File: config.mk
export PLATFORM = sky130hd
export DESIGN_NAME = ctrl_tx
export DESIGN_NICKNAME = d
export VERILOG_FILES = /design/src/rtl/ctrl_tx.sv
export SDC_FILE = /design/constraint.sdc
export NUM_CORES = 1
export LEC_CHECK = 0
export CAP_MARGIN = 20
export CELL_PAD_IN_SITES_DETAIL_PLACEMENT = 1
export CELL_PAD_IN_SITES_GLOBAL_PLACEMENT = 1
export CORE_MARGIN = 2
export CORE_UTILIZATION = 47
export DETAILED_ROUTE_END_ITERATION = 10
export GPL_TIMING_DRIVEN = 1
export PLACE_DENSITY = 0.89
export SLEW_MARGIN = 15
export SYNTH_ARGS = -nofsm -noshare
export SYNTH_HDL_FRONTEND = slang
export SYNTH_SLANG_ARGS = --single-unit
File: constraint.sdc
create_clock -name ck -period 4.1 [get_ports ck]
set_input_delay 1.025 -clock ck [delete_from_list [all_inputs] [get_ports ck]]
set_output_delay 1.025 -clock ck [all_outputs]
set_load 0.02 [all_outputs]
File: src/rtl/ctrl_tx.sv
// Serial frame transmitter paced by an external baud generator.
// Start bit, NB data bits LSB first, optional parity, NSTOP stop bits.
module ctrl_tx #(
    parameter int NB    = 8,
    parameter int PAR   = 0,
    parameter int NSTOP = 1,
    parameter int TMO   = 1024
) (
    input  logic          ck,
    input  logic          rst,
    input  logic          start,
    input  logic [NB-1:0] dato,
    input  logic          ckd,
    output logic          f,
    output logic          tx,
    output logic          busy,
    output logic          done,
    output logic          err
);

    localparam int BW = $clog2(NB + 1);
    localparam int SW = $clog2(NSTOP + 1);
    localparam int CW = $clog2(TMO + 1);

    typedef enum logic [2:0] {
        IDLE,
        ARRANQUE,
        DATOS,
        PARIDAD,
        PARO,
        FIN
    } state_t;

    state_t          r_state;
    logic [NB-1:0]   r_sh;
    logic            r_par;
    logic [BW-1:0]   r_nbit;
    logic [SW-1:0]   r_nstop;
    logic [CW-1:0]   r_cnt;
    logic            r_s1;
    logic            r_s2;
    logic            r_s3;
    logic            w_tick;

    // r_s3 only remembers the previous synchronized level for edge detection
    assign w_tick = r_s2 & ~r_s3;

    always_ff @(posedge ck or posedge rst) begin
        if (rst) begin
            r_s1 <= 1'b1;
            r_s2 <= 1'b1;
            r_s3 <= 1'b1;
        end else begin
            r_s1 <= ckd;
            r_s2 <= r_s1;
            r_s3 <= r_s2;
        end
    end

    always_ff @(posedge ck or posedge rst) begin
        if (rst) begin
            r_state <= IDLE;
            r_sh    <= '0;
            r_par   <= 1'b0;
            r_nbit  <= '0;
            r_nstop <= '0;
            r_cnt   <= '0;
            f       <= 1'b0;
            tx      <= 1'b1;
            busy    <= 1'b0;
            done    <= 1'b0;
            err     <= 1'b0;
        end else begin
            done <= 1'b0;
            if (r_state == IDLE) begin
                f    <= 1'b0;
                tx   <= 1'b1;
                busy <= 1'b0;
                if (start) begin
                    r_sh    <= dato;
                    r_par   <= ^dato;
                    r_nbit  <= '0;
                    r_nstop <= '0;
                    r_cnt   <= '0;
                    f       <= 1'b1;
                    tx      <= 1'b0;
                    busy    <= 1'b1;
                    r_state <= ARRANQUE;
                end
            end else if (!w_tick && r_cnt == CW'(TMO - 1)) begin
                // generator stalled: abandon the frame without a done pulse
                r_state <= IDLE;
                r_cnt   <= '0;
                f       <= 1'b0;
                tx      <= 1'b1;
                busy    <= 1'b0;
                err     <= 1'b1;
            end else begin
                r_cnt <= w_tick ? '0 : r_cnt + 1'b1;
                case (r_state)
                    ARRANQUE: begin
                        if (w_tick) begin
                            tx      <= r_sh[0];
                            r_state <= DATOS;
                        end
                    end
                    DATOS: begin
                        if (w_tick) begin
                            r_sh   <= r_sh >> 1;
                            r_nbit <= r_nbit + 1'b1;
                            if (r_nbit == BW'(NB - 1)) begin
                                if (PAR != 0) begin
                                    tx      <= (PAR == 2) ? ~r_par : r_par;
                                    r_state <= PARIDAD;
                                end else begin
                                    tx      <= 1'b1;
                                    r_state <= PARO;
                                end
                            end else begin
                                tx <= r_sh[1];
                            end
                        end
                    end
                    PARIDAD: begin
                        if (w_tick) begin
                            tx      <= 1'b1;
                            r_state <= PARO;
                        end
                    end
                    PARO: begin
                        tx <= 1'b1;
                        if (w_tick) begin
                            if (r_nstop == SW'(NSTOP - 1)) begin
                                f       <= 1'b0;
                                done    <= 1'b1;
                                r_state <= FIN;
                            end else begin
                                r_nstop <= r_nstop + 1'b1;
                            end
                        end
                    end
                    FIN: begin
                        f       <= 1'b0;
                        tx      <= 1'b1;
                        busy    <= 1'b0;
                        r_cnt   <= '0;
                        r_state <= IDLE;
                    end
                    default: begin
                        r_state <= IDLE;
                    end
                endcase
            end
        end
    end

endmodule

==> flow_summary.ini, run 1 <==
[clocking]
ctsResizeCount = 0
cts_sinks = 34
cts_hold_buf = 0
cts_max_path_buffers = 2
cts_buffers = 5
cts-root-buf = clkbuf_8
clock_latency_ps = 290
cts_tree = built
cts_max_level = 2
clk_pin_slew_ps = 70
postCtsSetupBuffers = 0

[floorplanning]
pin_count = 17
die_w_um = 65.2
initial_utilization = 0.484
dieArea_sq_um = 4250
die_h_um = 65.2
fp.coreArea_sq_um = 3630
placementRows = 22

[cells_and_area]
seq_area_sq_um = 856
drive_gt1_frac = 0.106
area.growth.synth_to_final_pct = 14.4
antenna_cells = 0
multi_input_area_sq_um = 818
fin_nets = 201
n_fill_cell = 417

[synthesis]
synth_warnings = 0
synth_simple_gate_area_share = 0.208
synth_xor_area_frac = 0.00996
synth_top_family_by_area = simple AND/OR/NAND/NOR gates
synth.most_common_cell = dfrtp_1
synth-edff-count = 0
synth.area.top_cells = dfrtp_1, dfstp_2, mux2i_1, nand2_1, o21ai_0
postSynth.asyncResetShare = 1.00
ys.flop_type = dfrtp_1
synthCells = 174
syn_area_sq_um = 1760
synth_top_area_frac = 0.427
yosys-top-cells-count = dfrtp_1, nand2_1, o21ai_0
synthMuxAreaShare = 0.0512
synth-adder-area-share = 0.0142
synth_nets = 188
syn_area_per_cell_sq_um = 10.1
yosysUniqueCellTypes = 46
synth_compound_area_frac = 0.177
ys_ff_latch = 34
seq_area_frac_synth = 0.486
synth_top_area_cell = dfrtp_1

[placed_design]
place_congestion = 0.816
place_hpwl_mm = 2.92
port_buffers = 16

[worst_hold_path]
min_to = r_s2
hp-class = flip-flop to flip-flop
holdPathStages = 0
hold_path_startpoint = r_s1

[worst_setup_path]
cp_slowest_stage_delay_ps = 570
critical_path.cell_chain = clkdlybuf4s50_1 > nor2b_1 > o21ai_2 > o21ai_0 > a21oi_1
arrival_ps = 2690
worstReg2RegStart = r_state[2]
endpoint_kind = flip-flop
crit_family = compound AO/OA/AOI/OAI gates
crit_type = input pin to flip-flop
startpoint = start
worstPathMaxFanout = 21
r2r_end = tx
cp.required_ps = 4320
critPathLaunchType = input pin
crit_buf_inv = 1
reg2reg_slack_ps = 1890
r2r_cells = 4
cp_num_cells = 5
crit_slowest_cell = o21ai_2

[pwr]
p_leak_nw = 0.875
power.total_w = 0.00128
vdd_drop_max_mv = 0.280
cellPowerDensity_nw_per_um2 = 637

[drt]
wl_per_cell_um = 18.1
firstDrtPassIters = 4
drtAntennaViolNets = 0
vias_per_cell = 5.82
initialDrtViolationCount = 124
wl_mm = 4.27
vias = 1373
drc = 0

[sta]
setup_viol = 0
skew_ps = 12.2
slew_headroom = 0.332
rsz0062_at_grt = false
maxSlewViolCount = 0
fin_crit_ps = 2470
min_period_over_period = 0.602
fin_setup_tns_ps = 0
worstMarginPinSlew_ps = 997
hold_violations = 0
max_freq_ghz = 0.405

[outcome]
status = finished clean

[global_routing]
grt_pass1_vias = 1508
grt_usage = 0.234
grt_max_degree = 35
grt_pass1_wl_mm = 7.37
overflow = 0
antenna_found_initial = 0

[run]
timing.max_cap.violations = 0
-- worst reg2reg max path: stages (launching register included) --
cell     delay [ps]
dfrtp_1         560
nor3_2          890
and2_1          410
a21oi_1          90
a22o_1          200
-- layout make-up --
type / count / area share
timing repair buffer: 17 / 0.0833
clock buffer: 7 / 0.0429
tap: 48 / 0.0299
sequential: 34 / 0.425
clock inverter: 1 / 0.00249
inverter: 5 / 0.00933
multi-input combinational: 124 / 0.407
-- worst max-delay path by stage --
stage / endpoint / slack (ps)
final: r_nbit[3] / 1630
after global routing: r_nbit[3] / 1460
after CTS: r_nbit[3] / 1210
after detailed placement: r_nbit[3] / 920
after global placement: r_nbit[3] / 1120
after floorplan: r_nbit[0] / 2250
-- cell usage in the layout, fill, tap and decap left out, types with 6 or more instances in the layout --
cell type and n:
o21ai_0 12, a31oi_1 8, and3_1 6, dfrtp_1 30, mux2i_1 9, nand3_1 8, nor2_1 9, clkdlybuf4s50_1 16
nand2_1 18, clkbuf_8 6
-- state kept, by name, summed over array words and instances, names as in the netlist --
| signal | cells |
|---|---|
| r_cnt | 11 |
| r_sh | 8 |
| r_nbit | 4 |
| r_state | 3 |
| busy | 1 |
| done | 1 |
| err | 1 |
| f | 1 |
| r_s1 | 1 |
| r_s2 | 1 |
| r_s3 | 1 |
| tx | 1 |
-- cells by family (layout without fill, tap and decap cells) --
| family | after synthesis | after routing |
|---|---|---|
| xor gates and xnor gates | 2 | 2 |
| AOI/OAI and AO/OA | 45 | 45 |
| muxes | 9 | 9 |
| adders and majority gates | 2 | 2 |
| buffers and inverters | 16 | 30 |
| and+or+nand+nor | 66 | 66 |
| DFF | 34 | 34 |
-- per-layer routing --
layer  global-route usage  vias to the layer above  wire [um]  share of wire
met5                    0                        -          0              0
met3               0.0685                        9        144          0.034
met2                0.386                       21       2210           0.52
li1                     -                      656          -              -
met1                0.283                      687       1800           0.42
met4                0.102                        0        110          0.026
-- metrics by stage --
stage          instances  area (sq um)  worst slack (ps)  utilization  hold WS [ps]
2_1_floorplan        174          1760              2250            -           345
3_3_place_gp         228          1920              1120        0.528           349
3_5_place_dp         228          1920               921        0.528           348
4_1_cts              236          2010              1210        0.553           361
5_1_grt              236          2010              1460        0.554           366
6_report             236          2010              1630        0.554           357
-- power by group --
group | internal (W) | leakage, nW | switching [W] | total (W)
combinational | 0.000208 | 0.390 | 0.000254 | 0.000462
sequential | 0.000442 | 0.437 | 0.000118 | 0.000560
clock | 0.000135 | 0.0482 | 0.000123 | 0.000259
(Power assumes the default switching activity.)
==> inputs of run 2 (changes only) <==
--- a/config.mk
+++ b/config.mk
@@ -9,10 +9,10 @@
 export CELL_PAD_IN_SITES_DETAIL_PLACEMENT = 1
 export CELL_PAD_IN_SITES_GLOBAL_PLACEMENT = 1
 export CORE_MARGIN = 2
-export CORE_UTILIZATION = 47
+export CORE_UTILIZATION = 40
 export DETAILED_ROUTE_END_ITERATION = 10
 export GPL_TIMING_DRIVEN = 1
-export PLACE_DENSITY = 0.89
+export PLACE_DENSITY = 0.81
 export SLEW_MARGIN = 15
 export SYNTH_ARGS = -nofsm -noshare
 export SYNTH_HDL_FRONTEND = slang
==> constraint.sdc (replaced) <==
create_clock -name ck -period 2.21 [get_ports ck]
set_input_delay 0.5525 -clock ck [delete_from_list [all_inputs] [get_ports ck]]
set_output_delay 0.5525 -clock ck [all_outputs]
set_load 0.02 [all_outputs]
==> run 2 against run 1 <==
Total power is 90% higher. Wire length is 0.68% higher. Sequential share of layout area is 1.4 points lower. Largest power group unchanged. Largest cell class unchanged. Register-to-register slack worse by 1500 ps. Non-clock buffer count is 9 higher. Clock skew is 7.0 ps lower. Utilization is 6.9 points lower. Critical path depth is 4 lower. Critical path type is now flip-flop to output port. Die area is 16% higher. Combinational power is 110% higher.
==> flow_summary.ini, run 2 (synthesis gave the netlist of run 1 again) <==
[floorplanning]
placementRows = 24
die_h_um = 70.3
initial_utilization = 0.410
die_w_um = 70.3
fp.coreArea_sq_um = 4290
pin_count = 17
dieArea_sq_um = 4940

[sta]
skew_ps = 5.20
setup_viol = 0
fin_crit_ps = 1970
fin_hold_ws_ps = 357
min_period_over_period = 0.892
worstMarginPinSlew_ps = 532
rsz0062_at_grt = false
worst_slack_ps = 238
max_freq_ghz = 0.507
slew_headroom = 0.645
fin_setup_tns_ps = 0
hold_violations = 0
maxSlewViolCount = 0

[cells_and_area]
mostFrequentLayoutCells = dfrtp_1, nand2_1, clkdlybuf4s50_1
area.growth.synth_to_final_pct = 18.3
fin_nets = 210
instances_no_fill = 249
largest_reg_flops = 11
antenna_cells = 0
final_common_cell = dfrtp_1
largestRegisters = r_cnt x11, r_sh x8, r_nbit x4
drive_gt1_frac = 0.142
top_register = r_cnt

[global_routing]
antenna_found_initial = 0
grt_max_degree = 35
overflow = 0
grt_pass1_wl_mm = 7.30
grt_pass1_vias = 1542
grt_usage = 0.190

[drt]
drc = 0
drtAntennaViolNets = 0
wl_per_cell_um = 17.3
vias = 1393
firstDrtPassIters = 4
wl_mm = 4.30
vias_per_cell = 5.59
initialDrtViolationCount = 32

[clocking]
clk_pin_slew_ps = 70
clock_latency_ps = 290
cts-root-buf = clkbuf_8
postCtsSetupBuffers = 0
cts_max_level = 2
cts_sinks = 34
cts_buffers = 5
ctsResizeCount = 0
cts_hold_buf = 0
cts_tree = built
cts_max_path_buffers = 2

[placed_design]
port_buffers = 16
place_hpwl_mm = 3.09
dp_cells = 241
pre_cts_ws_ps = 182
place_congestion = 0.823

[worst_hold_path]
hold_path_startpoint = r_s1
hp-class = flip-flop to flip-flop
holdPathStages = 0

[worst_setup_path]
cp_num_cells = 1
startpoint = tx
crit_family = buffers and inverters
crit_buf_inv = 1
worstReg2RegStart = r_cnt[0]
critPathLaunchType = flip-flop
r2r_cells = 5
cp_slowest_stage_delay_ps = 600
cp.required_ps = 1660
crit_slowest_cell = clkdlybuf4s50_1
endpoint_kind = output port
worstPathMaxFanout = 2
arrival_ps = 1420
crit_type = flip-flop to output port
critical_path.cell_chain = clkdlybuf4s50_1

[run]
timing.max_cap.violations = 0

[pwr]
cellPowerDensity_nw_per_um2 = 1170
vdd_drop_max_mv = 0.557
p_leak_nw = 0.918

[outcome]
status = finished clean
run 2: cell count changes in the layout (fill, tap and decap cells not counted):
cell / change
o21ai_2: -1
buf_4: +9
o21ai_1: +1
run 2: through the flow:
step	util	total power [W]	area [sq um]
floorplan	-	0.00167	1760
global placement	0.463	0.00188	1990
detailed placement	0.463	0.00196	1990
CTS	0.485	0.00245	2080
global route	0.485	0.00261	2080
finish	0.485	0.00243	2080
run 2: final timing paths:
check	end	slack, ps
hold reg to reg	r_s2	360
setup / recovery	tx	240
max in group asynchronous	r_s3	1200
setup reg to reg	r_cnt[7]	370
hold / removal	r_s2	360
min in group asynchronous	r_cnt[9]	670
run 2: per-layer routing:
metal / track usage / vias up / wire (um)
met5: 0 / - / 0
li1: - / 670 / -
met3: 0.0491 / 4 / 142
met4: 0.0726 / 0 / 25
met2: 0.339 / 22 / 2310
met1: 0.216 / 697 / 1820
run 2: report_power, final:
| part | switching, W | total [W] | internal [W] |
|---|---|---|---|
| clock | 0.000228 | 0.000479 | 0.000251 |
| combinational | 0.000526 | 0.000967 | 0.000441 |
| sequential | 0.000161 | 0.000981 | 0.000820 |
| total | 0.000915 | 0.00243 | 0.00151 |
run 2: worst reg2reg max path: stages, from the launching register on:
cell and delay [ps]:
dfrtp_1 440, ha_1 280, and3_1 260, a31oi_4 260
nand2_1 150, o32ai_1 350
run 2: final cells by class:
| type | count | area (sq um) |
|---|---|---|
| sequential | 34 | 856 |
| clock buffer | 7 | 86.3 |
| inverter | 5 | 18.8 |
| timing repair buffer | 26 | 235 |
| multi-input combinational | 124 | 815 |
| tap | 52 | 65.1 |
| clock inverter | 1 | 5.00 |
| fill | 493 | 2210 |
==> inputs of run 3 (changes only) <==
--- a/config.mk
+++ b/config.mk
@@ -13,7 +13,9 @@
 export DETAILED_ROUTE_END_ITERATION = 10
 export GPL_TIMING_DRIVEN = 1
 export PLACE_DENSITY = 0.81
+export SKIP_CTS_REPAIR_TIMING = 1
 export SLEW_MARGIN = 15
 export SYNTH_ARGS = -nofsm -noshare
 export SYNTH_HDL_FRONTEND = slang
 export SYNTH_SLANG_ARGS = --single-unit
+export TNS_END_PERCENT = 50
==> results of run 3 <==
Same layout as run 2: the final DEF is identical, and so are final timing and power.
